## src/rtl/mem_op_sequencer.sv

```systemverilog
// Multi-cycle executor for memory-touching ops (lw, sw, jmem, bmem, js).
// Drives a registered req/ack data bus and returns writeback / PC redirect results.
module mem_op_sequencer #(
  parameter int unsigned AW      = 32,
  parameter int unsigned DW      = 32,
  parameter int unsigned TIMEOUT = 15
) (
  input  logic          clk,
  input  logic          reset,
  input  logic          start,
  input  logic          op_lw,
  input  logic          op_sw,
  input  logic          op_jmem,
  input  logic          op_bmem,
  input  logic          op_js,
  input  logic          cond,
  input  logic [AW-1:0] addr,
  input  logic [DW-1:0] wdata,
  input  logic [DW-1:0] pcplus4,
  output logic          mem_req,
  output logic          mem_we,
  output logic [AW-1:0] mem_addr,
  output logic [DW-1:0] mem_wdata,
  input  logic [DW-1:0] mem_rdata,
  input  logic          mem_ack,
  output logic          busy,
  output logic          done,
  output logic          wb_en,
  output logic [DW-1:0] wb_data,
  output logic          pc_load,
  output logic [DW-1:0] pc_next,
  output logic          err
);

  localparam logic [1:0] S_IDLE = 2'd0;
  localparam logic [1:0] S_RD   = 2'd1;
  localparam logic [1:0] S_WR   = 2'd2;
  localparam logic [1:0] S_FIN  = 2'd3;

  localparam int unsigned NOP     = 5;
  localparam int unsigned OP_JS   = 0;
  localparam int unsigned OP_BMEM = 1;
  localparam int unsigned OP_JMEM = 2;
  localparam int unsigned OP_SW   = 3;
  localparam int unsigned OP_LW   = 4;

  localparam int unsigned CW = 4;
  localparam logic [CW-1:0] CNT_LAST = CW'(TIMEOUT - 1);

  // Legal decode means exactly one op flag set.
  function automatic logic op_illegal(input logic [NOP-1:0] v);
    return (v == '0) || ((v & (v - NOP'(1))) != '0);
  endfunction

  logic [1:0]     state_q, state_d;
  logic [NOP-1:0] op_q, op_d;
  logic [DW-1:0]  link_q, link_d;
  logic [DW-1:0]  rdata_q, rdata_d;
  logic [CW-1:0]  cnt_q, cnt_d;
  logic           mem_req_q, mem_req_d;
  logic           mem_we_q, mem_we_d;
  logic [AW-1:0]  mem_addr_q, mem_addr_d;
  logic [DW-1:0]  mem_wdata_q, mem_wdata_d;
  logic           busy_q, busy_d;
  logic           done_q, done_d;
  logic           wb_en_q, wb_en_d;
  logic [DW-1:0]  wb_data_q, wb_data_d;
  logic           pc_load_q, pc_load_d;
  logic [DW-1:0]  pc_next_q, pc_next_d;
  logic           err_q, err_d;

  logic [NOP-1:0] in_op_c;
  logic           ack_c;

  assign in_op_c = {op_lw, op_sw, op_jmem, op_bmem, op_js};
  assign ack_c   = mem_ack & mem_req_q;

  // Next-state and registered-output computation.
  always_comb begin
    state_d     = state_q;
    op_d        = op_q;
    link_d      = link_q;
    rdata_d     = rdata_q;
    cnt_d       = cnt_q;
    mem_req_d   = mem_req_q;
    mem_we_d    = mem_we_q;
    mem_addr_d  = mem_addr_q;
    mem_wdata_d = mem_wdata_q;
    wb_data_d   = wb_data_q;
    pc_next_d   = pc_next_q;
    done_d      = 1'b0;
    wb_en_d     = 1'b0;
    pc_load_d   = 1'b0;
    err_d       = 1'b0;

    case (state_q)
      S_IDLE: begin
        if (start) begin
          op_d        = in_op_c;
          link_d      = pcplus4;
          mem_addr_d  = addr;
          mem_wdata_d = wdata;
          cnt_d       = '0;
          if (op_illegal(in_op_c) || (op_bmem && !cond)) begin
            state_d = S_FIN;
          end else if (op_sw) begin
            state_d   = S_WR;
            mem_req_d = 1'b1;
            mem_we_d  = 1'b1;
          end else begin
            state_d   = S_RD;
            mem_req_d = 1'b1;
            mem_we_d  = 1'b0;
          end
        end
      end

      S_RD: begin
        if (ack_c) begin
          mem_req_d = 1'b0;
          rdata_d   = mem_rdata;
          cnt_d     = '0;
          if (op_q[OP_JS]) begin
            // Request stays low for one cycle before the link write goes out.
            state_d     = S_WR;
            mem_we_d    = 1'b1;
            mem_wdata_d = link_q;
          end else begin
            state_d = S_FIN;
            done_d  = 1'b1;
            if (op_q[OP_LW]) begin
              wb_en_d   = 1'b1;
              wb_data_d = mem_rdata;
            end else begin
              pc_load_d = 1'b1;
              pc_next_d = mem_rdata;
            end
          end
        end else if (mem_req_q && (cnt_q == CNT_LAST)) begin
          mem_req_d = 1'b0;
          state_d   = S_FIN;
          done_d    = 1'b1;
          err_d     = 1'b1;
        end else if (mem_req_q) begin
          cnt_d = cnt_q + CW'(1);
        end
      end

      S_WR: begin
        if (!mem_req_q) begin
          mem_req_d = 1'b1;
        end else if (ack_c) begin
          mem_req_d = 1'b0;
          state_d   = S_FIN;
          done_d    = 1'b1;
          if (op_q[OP_JS]) begin
            pc_load_d = 1'b1;
            pc_next_d = rdata_q;
          end
        end else if (cnt_q == CNT_LAST) begin
          mem_req_d = 1'b0;
          state_d   = S_FIN;
          done_d    = 1'b1;
          err_d     = 1'b1;
        end else begin
          cnt_d = cnt_q + CW'(1);
        end
      end

      S_FIN: begin
        // Bus ops enter FIN with done already raised; decode-only ops raise it here.
        if (done_q) begin
          state_d = S_IDLE;
        end else begin
          done_d = 1'b1;
          err_d  = op_illegal(op_q);
        end
      end

      default: begin
        state_d   = S_IDLE;
        mem_req_d = 1'b0;
      end
    endcase

    busy_d = (state_d != S_IDLE);
  end

  always_ff @(posedge clk) begin
    if (reset) begin
      state_q     <= S_IDLE;
      op_q        <= '0;
      link_q      <= '0;
      rdata_q     <= '0;
      cnt_q       <= '0;
      mem_req_q   <= 1'b0;
      mem_we_q    <= 1'b0;
      mem_addr_q  <= '0;
      mem_wdata_q <= '0;
      busy_q      <= 1'b0;
      done_q      <= 1'b0;
      wb_en_q     <= 1'b0;
      wb_data_q   <= '0;
      pc_load_q   <= 1'b0;
      pc_next_q   <= '0;
      err_q       <= 1'b0;
    end else begin
      state_q     <= state_d;
      op_q        <= op_d;
      link_q      <= link_d;
      rdata_q     <= rdata_d;
      cnt_q       <= cnt_d;
      mem_req_q   <= mem_req_d;
      mem_we_q    <= mem_we_d;
      mem_addr_q  <= mem_addr_d;
      mem_wdata_q <= mem_wdata_d;
      busy_q      <= busy_d;
      done_q      <= done_d;
      wb_en_q     <= wb_en_d;
      wb_data_q   <= wb_data_d;
      pc_load_q   <= pc_load_d;
      pc_next_q   <= pc_next_d;
      err_q       <= err_d;
    end
  end

  assign mem_req   = mem_req_q;
  assign mem_we    = mem_we_q;
  assign mem_addr  = mem_addr_q;
  assign mem_wdata = mem_wdata_q;
  assign busy      = busy_q;
  assign done      = done_q;
  assign wb_en     = wb_en_q;
  assign wb_data   = wb_data_q;
  assign pc_load   = pc_load_q;
  assign pc_next   = pc_next_q;
  assign err       = err_q;

endmodule

```

## config.mk

```make
export PLATFORM = sky130hd
export DESIGN_NAME = mem_op_sequencer
export DESIGN_NICKNAME = d
export VERILOG_FILES = /design/src/rtl/mem_op_sequencer.sv
export SDC_FILE = /design/constraint.sdc
export NUM_CORES = 1
export LEC_CHECK = 0
export ABC_AREA = 1
export ABC_CLOCK_PERIOD_IN_PS = 2000
export BUFFER_PORTS_ARGS = -buffer_cell sky130_fd_sc_hd__buf_2
export CAP_MARGIN = 25
export CORE_ASPECT_RATIO = 1.2
export CORE_MARGIN = 2
export CORE_UTILIZATION = 52
export CTS_BUF_LIST = sky130_fd_sc_hd__clkbuf_8
export CTS_CLUSTER_DIAMETER = 60
export CTS_CLUSTER_SIZE = 10
export DETAILED_ROUTE_END_ITERATION = 6
export PLACE_DENSITY_LB_ADDON = 0.25
export SYNTH_ARGS = -nofsm -noshare
export SYNTH_HDL_FRONTEND = slang
export SYNTH_SLANG_ARGS = --single-unit
```

## constraint.sdc

```tcl
create_clock -name clk -period 2 [get_ports clk]
set_input_delay 0.1 -clock clk [delete_from_list [all_inputs] [get_ports clk]]
set_output_delay 0.1 -clock clk [all_outputs]
set_load 0.01 [all_outputs]
```

# Word level (Yosys, flattened, before mapping)
# Index checks and enable logic that the tools add are counted.
[classes] n_addsub=3 bitwise=6 eq_ne=18 reduce_logical=24 n_mux=65
[op_table] cell="32-bit two-way mux" count=9
[op_table] cell="32-bit case mux with 2 select lines" count=2
[op_table] cell="1-bit two-way mux" count=31
[op_table] cell="4-bit two-way mux" count=7
[op_table] cell="2-bit inequality test (second input constant)" count=11
[op_table] cell="2-bit two-way mux" count=9
[op_table] cell="7-bit AND reduction" count=2
[op_table] cell="4-bit case mux with 3 select lines" count=1
[op_table] cell="4-bit AND reduction" count=3
[op_table] cell="5-bit AND" count=2
[op_table] cell="5-bit logical NOT" count=2
[op_table] cell="5-bit nonzero test" count=2
[op_table] cell="5-bit by 1-bit subtractor with 5-bit output (second input constant)" count=2
[op_table] cell="3-bit inequality test (second input constant)" count=3
[op_table] cell="1-bit case mux with 3 select lines" count=3
[op_table] cell="2-bit case mux with 4 select lines" count=1
[op_table] cell="2-bit nonzero test" count=3
[op_table] cell="5-bit AND reduction" count=1
[op_table] cell="4-bit by 1-bit adder with 4-bit output (second input constant)" count=1
[op_table] cell="2-bit == test (second input constant)" count=2
[op_table] cell="4-bit == test (second input constant)" count=1
[op_table] cell="1-bit case mux with 2 select lines" count=2
[op_table] cell="2-bit AND reduction" count=2
[op_table] cell="4-bit OR reduction" count=1
[op_table] cell="other kinds (8)" count=13
[totals] inputBits=138 register_bits=210 wordCells=132 out_inout_bits=135

# Longest topological paths before layout
# Gate-level depths: netlist of run 1.
[depth] word_depth=9 ltp_mapped=11 mapped_depth_nobuf=11

# Least setup slack after synthesis of run 1
# Ideal clock, no wire load.
[synth_timing] path_type="reg-to-reg" from="reg state_q[0]" to="reg mem_wdata_q[0], in the netlist mem_wdata[0]" required_ps=1875 n_path_buf=2 path_stages_with_launch=10 period_less_slack_ps=1643 arrival_time_ps=1518 path_slack_ps=357 setup_ps=125 path_cell_list="dfxtp_1 -> inv_1 -> ha_1 -> nand2_2 -> inv_2 -> o21a_1 -> buf_4 -> buf_6 -> o21ai_1 -> a31oi_1"
[synth_between] elab_chain_cells=3 word_cells_on_any_way=8 cone_classes="4 x eq/ne; 1 x mux; 3 x reduce/logical"
[synth_rtl] element="start, declared" line_no="55" text="logic [1:0] state_q, state_d;"
[synth_rtl] element="start signal, assigned" line_no="208" text="state_q <= state_d;"
[synth_rtl] element="2-bit by 1-bit == test with 1-bit output / 2-bit logical NOT (equally long branches)" line_no="96" text="case (state_q)"
[synth_rtl] element="2-bit inequality test (no line) / 2-bit nonzero test (equally long branches)"
[synth_rtl] element="4-bit AND reduction (no line)"
[synth_rtl] element="end signal, assigned" line_no="216" text="mem_wdata_q <= mem_wdata_d;"
[synth_rtl] element="end, declared" line_no="63" text="logic [DW-1:0] mem_wdata_q, mem_wdata_d;"
# Several ways; a longest one is shown, not always the timed one.
# A chain may end at the register's enable or synchronous reset.

# Worst setup path after layout of run 1
[layout_timing] from="reg state_q[1]" to="reg mem_wdata_q[13], in the netlist mem_wdata[13]"
# The elaborated chain is that of the path after synthesis.

==> reports/results.ini, run 1 <==
[routing]
wirelength_mm=24.60
dr_wl_met3_mm=1.998
drt-pass1-iter-count=5
top_layer_used=met4
drt_iter0_drc=540
post_drt_wl_per_cell_um=14.83
met1_length_mm=9.595
via_per_inst=5.265
drc_errors=0
num_vias=8734
route.antenna.remaining_nets=0
dr_wl_met2_mm=11.95

[status]
outcome=finished, final reports clean

[worst_setup_path]
crit_path_end_kind=flop
path_class=reg2reg
critPathRequiredTime_ns=2.37
cp_data_arrival_time_ns=2.24
cp_max_fo=66
start_kind=flop

[timing]
slew_headroom_pct=65.33
setup_viol=0
slew_violations=0
setup-tns-final_ns=0
rsz0062_at_grt=false
fin_crit_ns=1.871
fmax_ghz=0.5343
fin_skew_ns=0.01442
finalCritPeriodShare_pct=93.57
hold_ws_ns=0.1353
tightest_slew_ns=0.5201
final_hold_viol_count=0

[clock_tree]
cts.clk_slew.worst_paths_ns=0.08
cts_setup_buffers=0
cts_max_path_buffers=3
clkLatencyLatePin_ns=0.52
root_buffer=clkbuf_8
numCtsBuffers=24
cts_tree=done
htree_levels=1
cts.sinks=210

[synth]
yosysSeqAreaShare_pct=51.46
avgSynthCellArea_um2=7.571
ys_types=32
synth_area_mm2=0.008169
synth_warnings=0
synth-seq-cells=210
syn_inst=1079
synth_nets=1223

[floorplanning]
num_rows=50
chipWidth_um=118.4
pin_count=273
die_y_um=141.3
die_area_mm2=0.01673
core_mm2=0.01551
initial_core_util_pct=52.65

[power]
vdd_ir_drop_max_uv=605.3
leakage_nw=5.270
power_density_mw_per_mm2=803.4

[global_routing]
grt_max_degree=69
gr-total-overflow=0
first_global_vias=8257
antenna_found_initial=0
grt_pass1_wl_mm=39.34
grt_usage_pct=28.09

[job]
maxCapViolations=0

[layout]
drive_above_1_share_pct=22.95
fin_nets=1596
area_delta_synth_final_pct=39.49
n_antenna_cell=0

[placement]
dp_hpwl_mm=13.76
place.gp.congestion=0.8143
io_buffers=272

[worst_hold_path]
hold_class=in2reg

## area by class of cell
cell class              count  area, µm²
inverters                  93      351.6
repair buffers            423       2933
multi-input cells         700       3302
well taps                 208      260.3
fillers                  1167       4120
flip-flops and latches    210       4204
clock buffers              25      344.1
## timing repair
item | 4_1_cts | 5_1_grt
hold buffers | 135 | 0
gates resized for setup | 0 | 3
endpoints found under the hold margin | 171 | 0
endpoints found under the setup margin | 0 | 20
## Yosys cell counts
master    instances  area share, %
dfxtp_1         210             51
buf_1             1          0.046
nor3_1            3           0.18
o21a_1            1          0.092
a21oi_1         112            6.9
ha_1              6           0.92
or2_2             1          0.077
o21ai_2           1           0.11
buf_2            25            1.5
nand2_2           2           0.15
nand2_1         132            6.1
inv_2             4           0.18
o211ai_1          1          0.092
nor2_1          149            6.8
buf_4             1          0.092
or2_1             1          0.077
inv_1            88            4.0
clkinv_1          1          0.046
o21ai_1          25            1.5
nor2_4            1           0.14
o21ai_0         214             13
nand4_1           3           0.23
clkbuf_1         48            2.2
nor2_2            1          0.077
nand3_2           2           0.25
a21oi_2           1           0.11
nand4_2           1           0.15
o21bai_1          1          0.092
nand3_1           9           0.55
buf_6             1           0.14
a31oi_1          32            2.5
nand3b_1          1          0.092
## cells in the final DEF (no fill, tap or decap)
master	netlist	layout
nand2_1	132	132
dfxtp_1	210	210
buf_2	25	272
a31oi_1	32	32
buf_12	0	8
nand4_1	3	3
inv_2	4	5
nand2_2	2	2
inv_4	0	1
a21oi_2	1	1
or2_1	1	1
ha_2	0	3
o21bai_1	1	1
buf_4	1	8
dlygate4sd3_1	0	135
clkbuf_8	0	25
a21oi_1	112	112
o21ai_0	214	214
ha_1	6	3
nand4_2	1	1
o211ai_1	1	1
nand3_2	2	2
nor2_4	1	2
nand3_1	9	9
o21ai_1	25	25
inv_1	88	87
o21ai_2	1	1
or2_2	1	1
nor3_1	3	3
o21a_2	0	1
nand3b_1	1	1
nor2_1	149	149
## state kept, by name, summed over array words and instances, names as in the netlist
name       count
state_q        2
busy           1
done           1
err            1
mem_addr      32
link_q        32
rdata_q       32
pc_next       32
wb_data       32
pc_load        1
wb_en          1
mem_req        1
mem_we         1
mem_wdata     32
op_q           5
cnt_q          4
## worst max-delay path: stages (launching register included)
cell and delay [ns]:
dfxtp_1 0.39, inv_1 0.10, ha_2 0.23, inv_2 0.15, nor2_1 0.05, o21a_2 0.21
buf_12 0.19, o21ai_0 0.27, a31oi_1 0.10
## kinds of logic after synthesis
group | share of synthesized area [%]
and+or+nand+nor | 14.89
buffers and inverters | 8.286
AOI/OAI and AO/OA | 24.44
adders and majority gates | 0.9190
DFF | 51.46
## per-layer routing
metal / vias up / track usage, %
met4: 0 / 12.66
met1: 3944 / 33.14
met2: 407 / 49.62
met5: - / 0
met3: 98 / 5.386
li1: 4285 / -
## per-stage QoR
step                worst slack (ns)  instance area [µm²]  total power [mW]  std cells  util (%)
global placement              0.2347                 9694             6.398       1499     62.48
finish                        0.1285                11390             9.154       1659     73.44
detailed placement            0.1595                 9694             6.438       1499     62.48
global route                 0.01806                11390             9.590       1659     73.44
floorplan                     0.3570                 8169             5.809       1079         -
CTS                           0.1052                11390             9.088       1659     73.41
## worst paths after layout
check / cells past startpoint / from / to / slack, ns
worst max register to register: 8 / state_q[1] / mem_wdata[13] / 0.13
worst min register to register: 2 / pc_next[25] / pc_next[25] / 0.44
worst min-delay path: 7 / start / state_q[0] / 0.14
worst max-delay path: 8 / state_q[1] / mem_wdata[13] / 0.13
## power breakdown
part           total, mW  internal (mW)  switching, mW
Combinational       1.95          0.802           1.15
Clock               2.49           1.11           1.38
Sequential          4.72           4.53          0.189
No activity file was read; power rests on OpenSTA's default activity.
==> inputs of run 2 (changes only) <==
Settings changed: CORE_ASPECT_RATIO 1.2 to 0.75.
==> run 2 against run 1 <==
The flow now finishes with violations (DRC). Non-clock buffer count down 1. Combinational power down 3%. Worst hold slack better by 0.018 ns. Largest power group unchanged.
==> reports/results.ini, run 2 (synthesis results as in run 1) <==
[status]
outcome=finished with violations
violations=DRC

[power]
power_density_mw_per_mm2=799.8  ; -0.44%
intPower_mw=6.431  ; about the same
leakage_nw=5.264  ; -0.11%
p_sw_mw=2.662  ; -2.1%
finalPower_mw=9.093  ; -0.67%
comb_power_share_pct=20.8  ; -0.5 points
power.share.clock_pct=27.3  ; about the same
power.share.switching_pct=29.27  ; -0.43 points
seqPwrFrac_pct=51.9  ; +0.4 points
vdd_ir_drop_max_uv=584.2  ; -3.5%

[layout]
drive_above_1_share_pct=22.69  ; -0.26 points
final_cells=1656  ; -0.18%
fin_nets=1595  ; -0.063%
layout_common_cells=272 x buf_2, 214 x o21ai_0, 210 x dfxtp_1, 149 x nor2_1, 135 x dlygate4sd3_1
postLayoutCoreUtil_pct=74.43  ; +0.99 points
final_common_cell=buf_2
area_delta_synth_final_pct=39.16
fin_area_mm2=0.01137  ; -0.23%

[clock_tree]
cts_resized=0  ; unchanged
htree_levels=1  ; unchanged
clkLatencyLatePin_ns=0.53  ; about the same
postCtsHoldBufs=135  ; unchanged
cts_max_path_buffers=3  ; unchanged
root_buffer=clkbuf_8
cts.clk_slew.worst_paths_ns=0.08  ; about the same
cts.sinks=210  ; unchanged
numCtsBuffers=24  ; unchanged
cts_tree=done
cts_setup_buffers=0  ; unchanged

[worst_setup_path]
critPathRequiredTime_ns=2.39  ; +0.02 ns
worstPathCellList=inv_1 > ha_1 > inv_1 > nor2_1 > o21a_2 > buf_12 > o21ai_0 > a31oi_1
max_stage_delay_ns=0.38  ; about the same
path_class=reg2reg
cp_max_fo=66  ; unchanged
crit_path_end_kind=flop
start_kind=flop
cp_data_arrival_time_ns=2.21  ; -0.03 ns
cp_common_cell=inv_1
crit_path_top_delay_cell=dfxtp_1

[timing]
setup-tns-final_ns=0  ; unchanged
fin_skew_ns=0.01786  ; +0.003438 ns
slew_violations=0  ; unchanged
setup_viol=0  ; unchanged
fmax_ghz=0.5512  ; +3.2%
fin_crit_ns=1.814  ; -0.05723 ns
tightest_slew_ns=0.5727  ; +0.05267 ns
slew_headroom_pct=61.82  ; -3.5 points
rsz0062_at_grt=false
finalCritPeriodShare_pct=90.71  ; -2.9 points
final_hold_viol_count=0  ; unchanged

[global_routing]
grt_usage_pct=27.86  ; -0.23 points
gr-total-overflow=0  ; unchanged
first_global_vias=8201  ; -0.68%
antenna_found_initial=1  ; +1
grt_pass1_wl_mm=38.85  ; -1.3%
grt_max_degree=83  ; +20%

[routing]
drt-pass1-iter-count=7  ; +2
drc_errors=3  ; +3
wirelength_mm=23.99  ; -2.5%
route.antenna.remaining_nets=0  ; unchanged
post_drt_wl_per_cell_um=14.49  ; -2.3%
via_per_inst=5.212  ; -1.0%
num_vias=8631  ; -1.2%
drt_iter0_drc=541  ; +0.19%

[floorplanning]
num_rows=39  ; -22%
chipWidth_um=148.7  ; +26%
die_area_mm2=0.01674  ; about the same
die_y_um=112.5  ; -20%
initial_core_util_pct=53.49  ; +0.83 points
pin_count=273  ; unchanged
core_mm2=0.01527  ; -1.6%

[placement]
dp_hpwl_mm=13.83  ; +0.53%
place.gp.congestion=0.9093  ; +12%
place_area_mm2=0.009671  ; -0.25%
io_buffers=272  ; unchanged
dp_cells=1495  ; -0.27%

[job]
maxCapViolations=0  ; unchanged

[worst_hold_path]
hold_class=in2reg

## run 2: cell count changes in the layout (fill, tap and decap cells not counted), sizes merged
cell,before,now
buf,288,287
diode,0,1
## run 2: layout make-up
| class | count | area [µm²] |
|---|---|---|
| Timing Repair Buffer | 422 | 2913 |
| Fill cell | 1133 | 3905 |
| Inverter | 93 | 351.6 |
| Antenna cell | 1 | 2.502 |
| Multi-Input combinational cell | 700 | 3297 |
| Clock buffer | 25 | 344.1 |
| Tap cell | 205 | 256.5 |
| Sequential cell | 210 | 4204 |
## run 2: worst max-delay path, delay by kind of cell (launching register included)
family / cells / cell delay (ns)
simple gates: 1 / 0.07
flops: 1 / 0.38
compound gates: 3 / 0.48
fa+ha+maj: 1 / 0.21
buf+inv: 3 / 0.51
## run 2: power by group through the flow
stage	logic [mW]	registers (mW)	clock network [mW]
floorplan	0.927	4.88	0
global placement	1.61	4.79	0
detailed placement	1.64	4.79	0
CTS	1.85	4.70	2.52
global route	2.11	4.75	2.71
finish	1.89	4.72	2.48
## run 2: per-layer routing
| metal | routed length [µm] | share of wire, % | GRT usage, % | up-vias |
|---|---|---|---|---|
| met1 | 9900 | 41 | 34.40 | 3880 |
| met4 | 945 | 3.9 | 11.87 | 0 |
| met3 | 1872 | 7.8 | 5.650 | 79 |
| met2 | 11280 | 47 | 47.53 | 387 |
| met5 | 0 | 0 | 0 | - |
| li1 | - | - | - | 4285 |
## run 2: stage by stage
stage / hold WS [ns] / setup slack [ns]
2_1_floorplan: 0.1691 / 0.3570
3_3_place_gp: 0.3480 / 0.3074
3_5_place_dp: 0.3539 / 0.1879
4_1_cts: 0.1375 / 0.1918
5_1_grt: 0.2049 / 0.03322
6_report: 0.1536 / 0.1857
## run 2: worst paths after layout
check | end | startpoint | depth (start not counted) | slack [ns]
worst min-delay path | state_q[0] | start | 7 | 0.15
worst max register to register | mem_wdata[7] | state_q[1] | 8 | 0.19
worst max-delay path | mem_wdata[7] | state_q[1] | 8 | 0.19
worst min register to register | pc_next[4] | pc_next[4] | 2 | 0.44
==> inputs of run 3 (changes only) <==
Settings changed: ABC_AREA 1 to not set.
==> run 3 against run 2 <==
The run now ends clean. Sequential power grew 8.7%. Non-clock buffer count grew 3. Global-route usage is essentially flat. Clock power is essentially flat. Via count shrank 4.6%. Total power grew 25%. Wire length grew 0.78%. First-iteration DRC count shrank 20%. Sequential share of layout area shrank 0.57 points. Die area grew 0.81%. Clock-buffer cell count is the same. Synthesized area grew 0.84%. Largest cell class unchanged.
==> reports/results.ini, run 3 <==
[routing]
via_per_inst=5.269  ; +1.1%
num_vias=8230  ; -4.6%
post_drt_wl_per_cell_um=15.48  ; +6.8%
drt-pass1-iter-count=5  ; -2
wirelength_mm=24.18  ; +0.78%
drt_iter0_drc=435  ; -20%
route.antenna.remaining_nets=0  ; unchanged
drc_errors=0  ; -3

[timing]
slew_headroom_pct=54.71  ; -7.1 points
slew_violations=0  ; unchanged
fmax_ghz=0.5250  ; -4.7%
final_hold_viol_count=0  ; unchanged
setup-tns-final_ns=0  ; unchanged
tightest_slew_ns=0.6794  ; +0.1067 ns
fin_crit_ns=1.905  ; +0.09042 ns
fin_skew_ns=0.01919  ; +0.001324 ns
setup_viol=0  ; unchanged
rsz0062_at_grt=false
finalCritPeriodShare_pct=95.23  ; +4.5 points

[synth]
synth_top_family_by_area=simple AND/OR/NAND/NOR gates
synthTopCellsByCount=275 x nand2_1, 210 x dfxtp_1, 140 x a21oi_1, 77 x nor2_1
synth-async-reset-ratio_pct=0  ; unchanged
yosysSeqAreaShare_pct=51.03  ; -0.43 points
synth_most_common_cell=nand2_1
synth_edf_count=0  ; unchanged
synthXorXnorAreaFrac_pct=0.2126  ; +0.21 points
avgSynthCellArea_um2=8.380  ; +11%
synthTopCellsByArea=dfxtp_1 51%, nand2_1 13%, a21oi_1 8.5%
synth_top_cell_by_area=dfxtp_1
synth_area_mm2=0.008238  ; +0.84%
yosys.area.top_type_share_pct=51.03  ; -0.43 points
synth_mux_area_share_pct=7.898  ; +7.9 points
ys_types=48  ; +50%
synthAdderAreaFrac_pct=0.9113  ; -0.0077 points
synth_warnings=0  ; unchanged
synth-seq-cells=210  ; unchanged
synthFlopType=dfxtp_1
synth_compound_area_share_pct=17.31  ; -7.1 points
synthSimpleGateAreaFrac_pct=18.59  ; +3.7 points
synth_nets=1127  ; -7.8%
syn_inst=983  ; -8.9%

[layout]
n_antenna_cell=0  ; -1
drive_above_1_share_pct=24.47  ; +1.8 points
area_delta_synth_final_pct=40.23
fin_nets=1502  ; -5.8%
final_common_cell=nand2_1
layout_common_cells=274 x nand2_1, 271 x buf_2, 208 x dfxtp_1, 140 x a21oi_1, 135 x dlygate4sd3_1
postLayoutCoreUtil_pct=75.16  ; +0.72 points
fin_area_mm2=0.01155  ; +1.6%

[worst_setup_path]
r2r_cells=7  ; -1
r2r_start=state_q[1]
r2r_setup_slack_ns=0.1  ; -0.09 ns
crit_path_end_kind=flop
path_class=reg2reg
cp_data_arrival_time_ns=2.30  ; +0.09 ns
cp_max_fo=28  ; -58%
r2r-end=mem_wdata[28]
start_kind=flop
critPathRequiredTime_ns=2.40  ; about the same

[power]
power_density_mw_per_mm2=980.1  ; +23%
seqPwrFrac_pct=45.3  ; -6.6 points
power.share.switching_pct=34.07  ; +4.8 points
comb_power_share_pct=32.9  ; +12 points
p_sw_mw=3.857  ; +45%
leakage_nw=4.769  ; -9.4%
vdd_ir_drop_max_uv=618.1  ; +5.8%
finalPower_mw=11.32  ; +25%
intPower_mw=7.465  ; +16%
power.share.clock_pct=21.9  ; -5.4 points

[placement]
place_area_mm2=0.009814  ; +1.5%
place.gp.congestion=0.8688  ; -4.5%
io_buffers=272  ; unchanged
dp_hpwl_mm=14.13  ; +2.1%

[clock_tree]
cts.clk_slew.worst_paths_ns=0.07  ; about the same
cts_max_path_buffers=3  ; unchanged
root_buffer=clkbuf_8
clkLatencyLatePin_ns=0.52  ; about the same
cts_tree=done
cts_setup_buffers=0  ; unchanged
cts.sinks=210  ; unchanged
numCtsBuffers=24  ; unchanged
htree_levels=1  ; unchanged

[floorplanning]
core_mm2=0.01537  ; +0.64%
num_rows=39  ; unchanged
pin_count=273  ; unchanged
initial_core_util_pct=53.59  ; +0.11 points
die_area_mm2=0.01687  ; +0.81%
die_y_um=113  ; +0.40%
chipWidth_um=149.3  ; +0.41%

[global_routing]
grt_max_degree=87  ; +4.8%
grt_usage_pct=27.88  ; about the same
first_global_vias=8094  ; -1.3%
gr-total-overflow=0  ; unchanged
grt_pass1_wl_mm=38.79  ; -0.14%
antenna_found_initial=1  ; unchanged

[job]
maxCapViolations=0  ; unchanged

[status]
outcome=finished, final reports clean

[worst_hold_path]
min_path_cells=3  ; -4
min-delay-start=mem_ack
hold_class=in2reg
holdPathEnd=pc_load

run 3: power groups by stage:
stage	clock, mW	sequential (mW)	combinational [mW]
after floorplan	0	5.32	2.05
after global placement	0	5.15	3.32
after detailed placement	0	5.17	3.36
after CTS	2.53	5.08	3.58
after global routing	2.71	5.19	4.07
final	2.48	5.13	3.72
run 3: metal layers:
layer | wire [µm] | up-vias | global-route usage (%)
li1 | - | 4064 | -
met5 | 7 | - | 0
met3 | 1908 | 69 | 6.815
met1 | 10080 | 3780 | 34.77
met4 | 747 | 2 | 9.333
met2 | 11440 | 315 | 47.50
run 3: area by class of cell:
class | instances | area [µm²]
sequential | 210 | 4207
inverter | 6 | 22.52
timing repair buffer | 425 | 2978
tap | 205 | 256.5
clock buffer | 25 | 344.1
multi-input combinational | 691 | 3745
fill | 1089 | 3819
run 3: worst max-delay path by stage:
stage | start | end | slack (ns) | cells after the start
after floorplan | state_q[1] | mem_wdata[0] | 0.15 | 9
after global placement | state_q[1] | cnt_q[1] | 0.15 | 7
after CTS | state_q[1] | cnt_q[1] | 0.07 | 7
final | state_q[1] | mem_wdata[28] | 0.1 | 7
after detailed placement | state_q[1] | cnt_q[1] | 0.1 | 7
after global routing | state_q[1] | cnt_q[1] | 0.01 | 7
run 3: kinds of logic (layout without fill, tap and decap cells):
kind of cell | Yosys count | in the layout
XOR/XNOR | 2 | 2
buffers and inverters | 82 | 456
adder cells (fa/ha/maj) | 6 | 6
AND/OR/NAND/NOR | 382 | 382
multiplexers | 65 | 65
AO/OA/AOI/OAI | 236 | 236
flip-flops | 210 | 210
run 3: through the flow:
step,setup WS [ns],instances,hold slack (ns)
CTS,0.07477,1562,0.01922
detailed placement,0.09905,1402,0.3446
global placement,0.1501,1402,0.3401
finish,0.09532,1562,0.04351
floorplan,0.1492,983,0.2360
global route,0.01214,1562,0.03756
run 3: what timing repair did:
item / 4_1_cts / 5_1_grt
hold buffers: 135 / 0
setup endpoints to repair: 0 / 84
gates resized for setup: 0 / 9
hold endpoints to repair: 202 / 0
run 3: critical path, cell delays in order, from the launching register on:
cell and delay (ns):
dfxtp_2 0.36, inv_1 0.14, ha_2 0.32, and2_2 0.23
o21a_2 0.20, buf_12 0.18, nor2_1 0.07, a211oi_1 0.28
